## src/rtl/sti_dac_pixel_ctrl.sv

```systemverilog
// sti_dac_pixel_ctrl: turns the MSB-first serial pixel stream into byte writes to a 256x8 memory,
// then zero-fills the remaining addresses. Optional macro PARTIAL_FLUSH_EN writes out a trailing partial byte.
`default_nettype none

module sti_dac_pixel_ctrl #(
    parameter logic [7:0] FILL_VALUE = 8'h00,
    parameter int         LAST_ADDR  = 255
) (
    input  logic       clk,
    input  logic       reset,
    input  logic       so_data,
    input  logic       so_valid,
    input  logic       pi_end,
    output logic       pixel_wr,
    output logic [7:0] pixel_addr,
    output logic [7:0] pixel_dataout,
    output logic       pixel_finish
);

    typedef enum logic [1:0] {
        IDLE    = 2'd0,
        COLLECT = 2'd1,
        FILL    = 2'd2,
        DONE    = 2'd3
    } state_t;

    localparam logic [8:0] LAST = 9'(LAST_ADDR);

    state_t     state;
    logic [7:0] shift_reg;
    logic [2:0] bit_cnt;
    logic [8:0] addr_cnt;
    logic [7:0] next_byte;

    assign next_byte = {shift_reg[6:0], so_data};

`ifdef PARTIAL_FLUSH_EN
    // Newest bits sit in the LSBs; shifting left drops stale bits of the previous byte.
    logic [7:0] partial_byte;
    assign partial_byte = shift_reg << (4'd8 - {1'b0, bit_cnt});
`endif

    always_ff @(posedge clk or negedge reset) begin
        if (!reset) begin
            state         <= IDLE;
            shift_reg     <= 8'd0;
            bit_cnt       <= 3'd0;
            addr_cnt      <= 9'd0;
            pixel_wr      <= 1'b0;
            pixel_addr    <= 8'd0;
            pixel_dataout <= 8'd0;
            pixel_finish  <= 1'b0;
        end else begin
            pixel_wr <= 1'b0;
            case (state)
                IDLE, COLLECT: begin
                    if (so_valid) begin
                        shift_reg <= next_byte;
                        bit_cnt   <= bit_cnt + 3'd1;
                        state     <= COLLECT;
                        if (bit_cnt == 3'd7) begin
                            pixel_wr      <= 1'b1;
                            pixel_addr    <= addr_cnt[7:0];
                            pixel_dataout <= next_byte;
                            addr_cnt      <= addr_cnt + 9'd1;
                            if (addr_cnt == LAST)
                                state <= DONE;
                        end
                    end else if (pi_end) begin
                        shift_reg <= 8'd0;
                        bit_cnt   <= 3'd0;
                        state     <= FILL;
`ifdef PARTIAL_FLUSH_EN
                        if (bit_cnt != 3'd0) begin
                            pixel_wr      <= 1'b1;
                            pixel_addr    <= addr_cnt[7:0];
                            pixel_dataout <= partial_byte;
                            addr_cnt      <= addr_cnt + 9'd1;
                        end
`endif
                    end
                end
                FILL: begin
                    // Counter one past the last address means every location is written.
                    if (addr_cnt > LAST) begin
                        state        <= DONE;
                        pixel_finish <= 1'b1;
                    end else begin
                        pixel_wr      <= 1'b1;
                        pixel_addr    <= addr_cnt[7:0];
                        pixel_dataout <= FILL_VALUE;
                        addr_cnt      <= addr_cnt + 9'd1;
                    end
                end
                DONE: begin
                    pixel_finish <= 1'b1;
                end
                default: state <= IDLE;
            endcase
        end
    end

endmodule

`default_nettype wire

```

## config.mk

```make
export PLATFORM = sky130hd
export DESIGN_NAME = sti_dac_pixel_ctrl
export DESIGN_NICKNAME = d
export VERILOG_FILES = /design/src/rtl/sti_dac_pixel_ctrl.sv
export SDC_FILE = /design/constraint.sdc
export NUM_CORES = 1
export LEC_CHECK = 0
export BUFFER_PORTS_ARGS = -buffer_cell sky130_fd_sc_hd__buf_2
export CAP_MARGIN = 20
export CORE_ASPECT_RATIO = 1.75
export CORE_MARGIN = 4
export CORE_UTILIZATION = 30
export CTS_CLUSTER_DIAMETER = 50
export DETAILED_ROUTE_END_ITERATION = 6
export GPL_ROUTABILITY_DRIVEN = 0
export PLACE_DENSITY = 0.5
export SYNTH_ARGS = -nofsm -noshare
export SYNTH_HDL_FRONTEND = slang
export SYNTH_SLANG_ARGS = --single-unit
```

## constraint.sdc

```tcl
create_clock -name clk -period 1.9 [get_ports clk]
set_input_delay 0.38 -clock clk [delete_from_list [all_inputs] [get_ports clk]]
set_output_delay 0.38 -clock clk [all_outputs]
set_load 0.01 [all_outputs]
```

Yosys cells after proc, flatten, opt, wreduce, memory -nomap -nowiden
Index checks and enable logic that the tools add are counted.
{"block": "classes", "add_sub_neg": 2, "order_cmp": 1, "n_eq_ne": 10, "mux": 28, "n_reduce_logical": 9}
{"operator": "8-bit two-way mux", "n": 6}
{"operator": "8-bit one-hot mux with 2 select lines", "n": 2}
{"operator": "9-bit two-way mux", "n": 3}
{"operator": "9-bit one-hot mux with 2 select lines", "n": 1}
{"operator": "7-bit two-way mux", "n": 2}
{"operator": "2-bit two-way mux", "n": 5}
{"operator": "9-bit by 1-bit adder with 9-bit output (second input constant)", "n": 1}
{"operator": "9-bit by 8-bit == test with 1-bit output (second input constant)", "n": 1}
{"operator": "9-bit by 8-bit greater-than comparator with 1-bit output (second input constant)", "n": 1}
{"operator": "2-bit inequality test (second input constant)", "n": 4}
{"operator": "3-bit two-way mux", "n": 2}
{"operator": "2-bit nonzero test", "n": 3}
{"operator": "2-bit == test (second input constant)", "n": 2}
{"operator": "1-bit two-way mux", "n": 4}
{"operator": "1-bit one-hot mux with 2 select lines", "n": 2}
{"operator": "2-bit one-hot mux with 2 select lines", "n": 1}
{"operator": "2-bit AND reduction", "n": 2}
{"operator": "4-bit AND reduction", "n": 1}
{"operator": "3-bit by 1-bit adder with 3-bit output (second input constant)", "n": 1}
{"operator": "3-bit == test (second input constant)", "n": 1}
{"operator": "3-bit inequality test (second input constant)", "n": 1}
{"operator": "3-bit AND reduction", "n": 1}
{"operator": "2-bit by 1-bit == test with 1-bit output (second input constant)", "n": 1}
{"operator": "2-bit zero test", "n": 1}
{"operator": "2-bit OR reduction", "n": 1}
{"block": "totals", "regBits": 39, "output_inout_bits": 18}

Depth between registers and ports, before layout
{"block": "depth", "ltp_word": 5, "mapped_depth": 9, "depth_no_buf": 8}

Least setup slack after synthesis
No wires, ideal clock.
{"block": "synth_timing", "kind": "reg-to-reg", "from": "register bit_cnt[0]", "to": "register pixel_addr[0]", "arrival_time_ps": 1824, "slack_ps": -49, "path_stages_with_launch": 9, "path_buffers": 2, "cell_sequence": "dfrtp_1 > ha_1 > ha_1 > and3b_1 > buf_6 > a21oi_4 > and2_4 > buf_12 > mux2_2"}
{"block": "synth_via", "elab_chain_len": 3}
{"element": "start: declaration", "line_no": "31", "rtl": "logic [2:0] bit_cnt;"}
{"element": "start signal: assignment", "line_no": "59", "rtl": "bit_cnt <= bit_cnt + 3'd1;"}
{"element": "3-bit == test", "line_no": "61", "rtl": "if (bit_cnt == 3'd7) begin"}
{"element": "2-bit inequality test (no line)"}
{"element": "4-bit AND reduction (no line)"}
{"element": "end signal: assignment", "line_no": "63", "rtl": "pixel_addr <= addr_cnt[7:0];"}
{"element": "end signal: assignment", "line_no": "90", "rtl": "pixel_addr <= addr_cnt[7:0];"}
{"element": "end: declaration", "line_no": "15", "rtl": "output logic [7:0] pixel_addr,"}
Every way passes these cells.
A chain may end at the register's enable or synchronous reset.

Worst setup path in the final report
{"block": "layout_timing", "from": "register bit_cnt[0]", "to": "register pixel_addr[6]"}
The elaborated chain is that of the path after synthesis.

==> impl_metrics.env <==
export IMPL_largest_register_ff_count=9
export IMPL_drt_wl_total_mm=3.307
export IMPL_drive_gt1_share_pct=41.25
export IMPL_postRouteAntennaNets=0
export IMPL_ys_ff_latch=39
export IMPL_cts_num_sinks=39
export IMPL_antenna_cells=0
export IMPL_die_area_um2=6734
export IMPL_die_x_um=63.77
export IMPL_die_h_um=105.6
export IMPL_area_delta_synth_final_pct=22.38
export IMPL_cts_tree="yes"
export IMPL_slew_viol_final=0
export IMPL_busiest_layer="met2"
export IMPL_viasPerCell=5.126
export IMPL_top_register="addr_cnt"
export IMPL_hold_path_class="in2async"
export IMPL_grt_max_degree=40
export IMPL_final_seq_area_um2=975.9
export IMPL_setup_viol=0
export IMPL_p_leak_nw=0.9837
export IMPL_fill_cells=525
export IMPL_portBuffers=22
export IMPL_setup_tns_ns=0
export IMPL_period_minus_slack_ns=1.812
export IMPL_whs_ns=0.1387
export IMPL_seq_area_frac_synth_pct=59.77
export IMPL_final_cell_mix="dfrtp_1, buf_2, a22o_1"
export IMPL_grt_pass1_vias=1171
export IMPL_dp_hpwl_mm=2.283
export IMPL_cp_end_kind="flip-flop"
export IMPL_syn_avg_cell_area_um2=13.96
export IMPL_synth_cell_types=31
export IMPL_synth_area_um2=1633
export IMPL_core_um2=5255
export IMPL_cts_path_max_buffers=2
export IMPL_use_met1_pct=11.13
export IMPL_ios=23
export IMPL_synth_edf_count=0
export IMPL_tightest_slew_ns=0.4844
export IMPL_fin_crit_sh_pct=95.37
export IMPL_synthFlopType="dfrtp_1"
export IMPL_overflow=0
export IMPL_ys_async_sr_fraction_pct=100.0
export IMPL_status="complete, no violations"
export IMPL_relSlewSlack_pct=67.71
export IMPL_cts_made_buffers=5
export IMPL_syn_inst=117
export IMPL_final_common_cell="dfrtp_1"
export IMPL_multi_input_area_um2=631.9
export IMPL_p_per_area_nw_per_um2=750.1
export IMPL_avgRoutedWirePerCell_um=15.38
export IMPL_fmax_ghz=0.5519
export IMPL_syn_nets=126
export IMPL_use_met3_pct=2.878
export IMPL_drc=0
export IMPL_drtIter0Drc=16
export IMPL_ir_drop_mv=0.4685
export IMPL_cap_violations=0
export IMPL_grtUsageMet2_pct=19.67
export IMPL_worstPathArrival_ns=1.98
export IMPL_row_count=35
export IMPL_cts_root_buf="clkbuf_8"
export IMPL_yosys_warnings=0
export IMPL_antenna_found_initial=0
export IMPL_hold_viol=0
export IMPL_cp_start_kind="flip-flop"
export IMPL_clock_latency_ns=0.29
export IMPL_path_max_fanout=6
export IMPL_nets=168
export IMPL_initial_core_util_pct=31.07
export IMPL_grt_pass1_wl_mm=5.609
export IMPL_fin_skew_ns=0.006796
export IMPL_first_pass_iters=2
export IMPL_path_clk_slew_ns=0.07
export IMPL_crit_type="reg2reg"
export IMPL_track_usage_pct=10.79
export IMPL_required_ns=2.07
export IMPL_htreeDepth=2
export IMPL_largestRegisters="addr_cnt: 9 flops, pixel_addr: 8 flops, pixel_dataout: 8 flops"
export IMPL_vias=1102
[what timing repair did]
| action | in CTS | in global routing |
|---|---|---|
| endpoints found under the setup margin | 9 | 22 |
| pin swaps | 1 | 3 |
| gates cloned | 1 | 0 |
| gates resized for setup | 1 | 5 |
| hold buffers | 0 | 0 |
| buffers inserted | 0 | 2 |
[cells by family after synthesis]
kind of cell	synth area share (%)
DFF	59.77
AOI/OAI and AO/OA	16.40
and+or+nand+nor	6.437
muxes	7.126
xor gates and xnor gates	3.755
buffers and inverters	3.448
adders and majority gates	3.065
[metrics by stage]
stage	utilization [%]	cells	total power, mW	worst slack (ns)	area, um2
detailed placement	35.79	204	0.9890	-0.01520	1881
global placement	35.79	204	0.9769	0.03483	1881
global route	38.02	215	1.569	-0.0003064	1998
finish	38.02	215	1.499	0.08796	1998
floorplan	-	117	0.9408	0.0006680	1643
CTS	37.50	213	1.527	0.01384	1971
[cells in the mapped netlist, types with 2 or more instances]
cell type	n	area [um2]
nand2_1	5	18.77
and4_1	2	17.52
nand3_1	3	15.01
buf_6	2	22.52
a22o_1	17	148.9
a21oi_1	4	20.02
a211oi_1	2	15.01
ha_1	4	50.05
mux2_2	9	101.4
nor2b_1	3	18.77
dfrtp_1	39	975.9
xor2_1	6	52.55
o21ai_0	2	10.01
o21bai_1	2	15.01
[final timing paths]
kind                         startpoint            end  slack, ns  cells after the start
setup / recovery             bit_cnt[0]  pixel_addr[6]       0.09                      6
hold / removal                    reset  pixel_addr[1]       0.14                      2
setup reg to reg             bit_cnt[0]  pixel_addr[6]       0.09                      6
hold reg to reg            pixel_finish   pixel_finish       0.46                      1
max in group asynchronous         reset    addr_cnt[6]       1.42                      2
min in group clk                so_data   shift_reg[0]       0.35                      2
[power breakdown]
| group | total (mW) | switching, mW | internal, mW |
|---|---|---|---|
| Sequential | 0.887 | 0.0252 | 0.862 |
| Combinational | 0.0841 | 0.0401 | 0.0439 |
| Clock | 0.528 | 0.270 | 0.257 |
[routing by layer]
| layer | vias to the layer above | routed length [um] | share of wire, % |
|---|---|---|---|
| met1 | 564 | 1276 | 39 |
| li1 | 512 | - | - |
| met3 | 4 | 152 | 4.6 |
| met4 | 0 | 51 | 1.5 |
| met5 | - | 0 | 0 |
| met2 | 22 | 1827 | 55 |
[critical path: stages (launching register included)]
cell	delay, ns
dfrtp_1	0.40
ha_2	0.19
ha_2	0.17
and3b_1	0.20
a21oi_4	0.18
and2_4	0.23
mux2_2	0.34
[final cells by class]
type	count	area share [%]
Clock buffer	7	3.820
Clock inverter	1	0.2505
Inverter	2	0.5009
Multi-Input combinational cell	73	31.62
Sequential cell	39	48.84
Tap cell	55	3.444
Timing Repair Buffer	38	11.52
No activity file was read; power rests on OpenSTA's default activity.
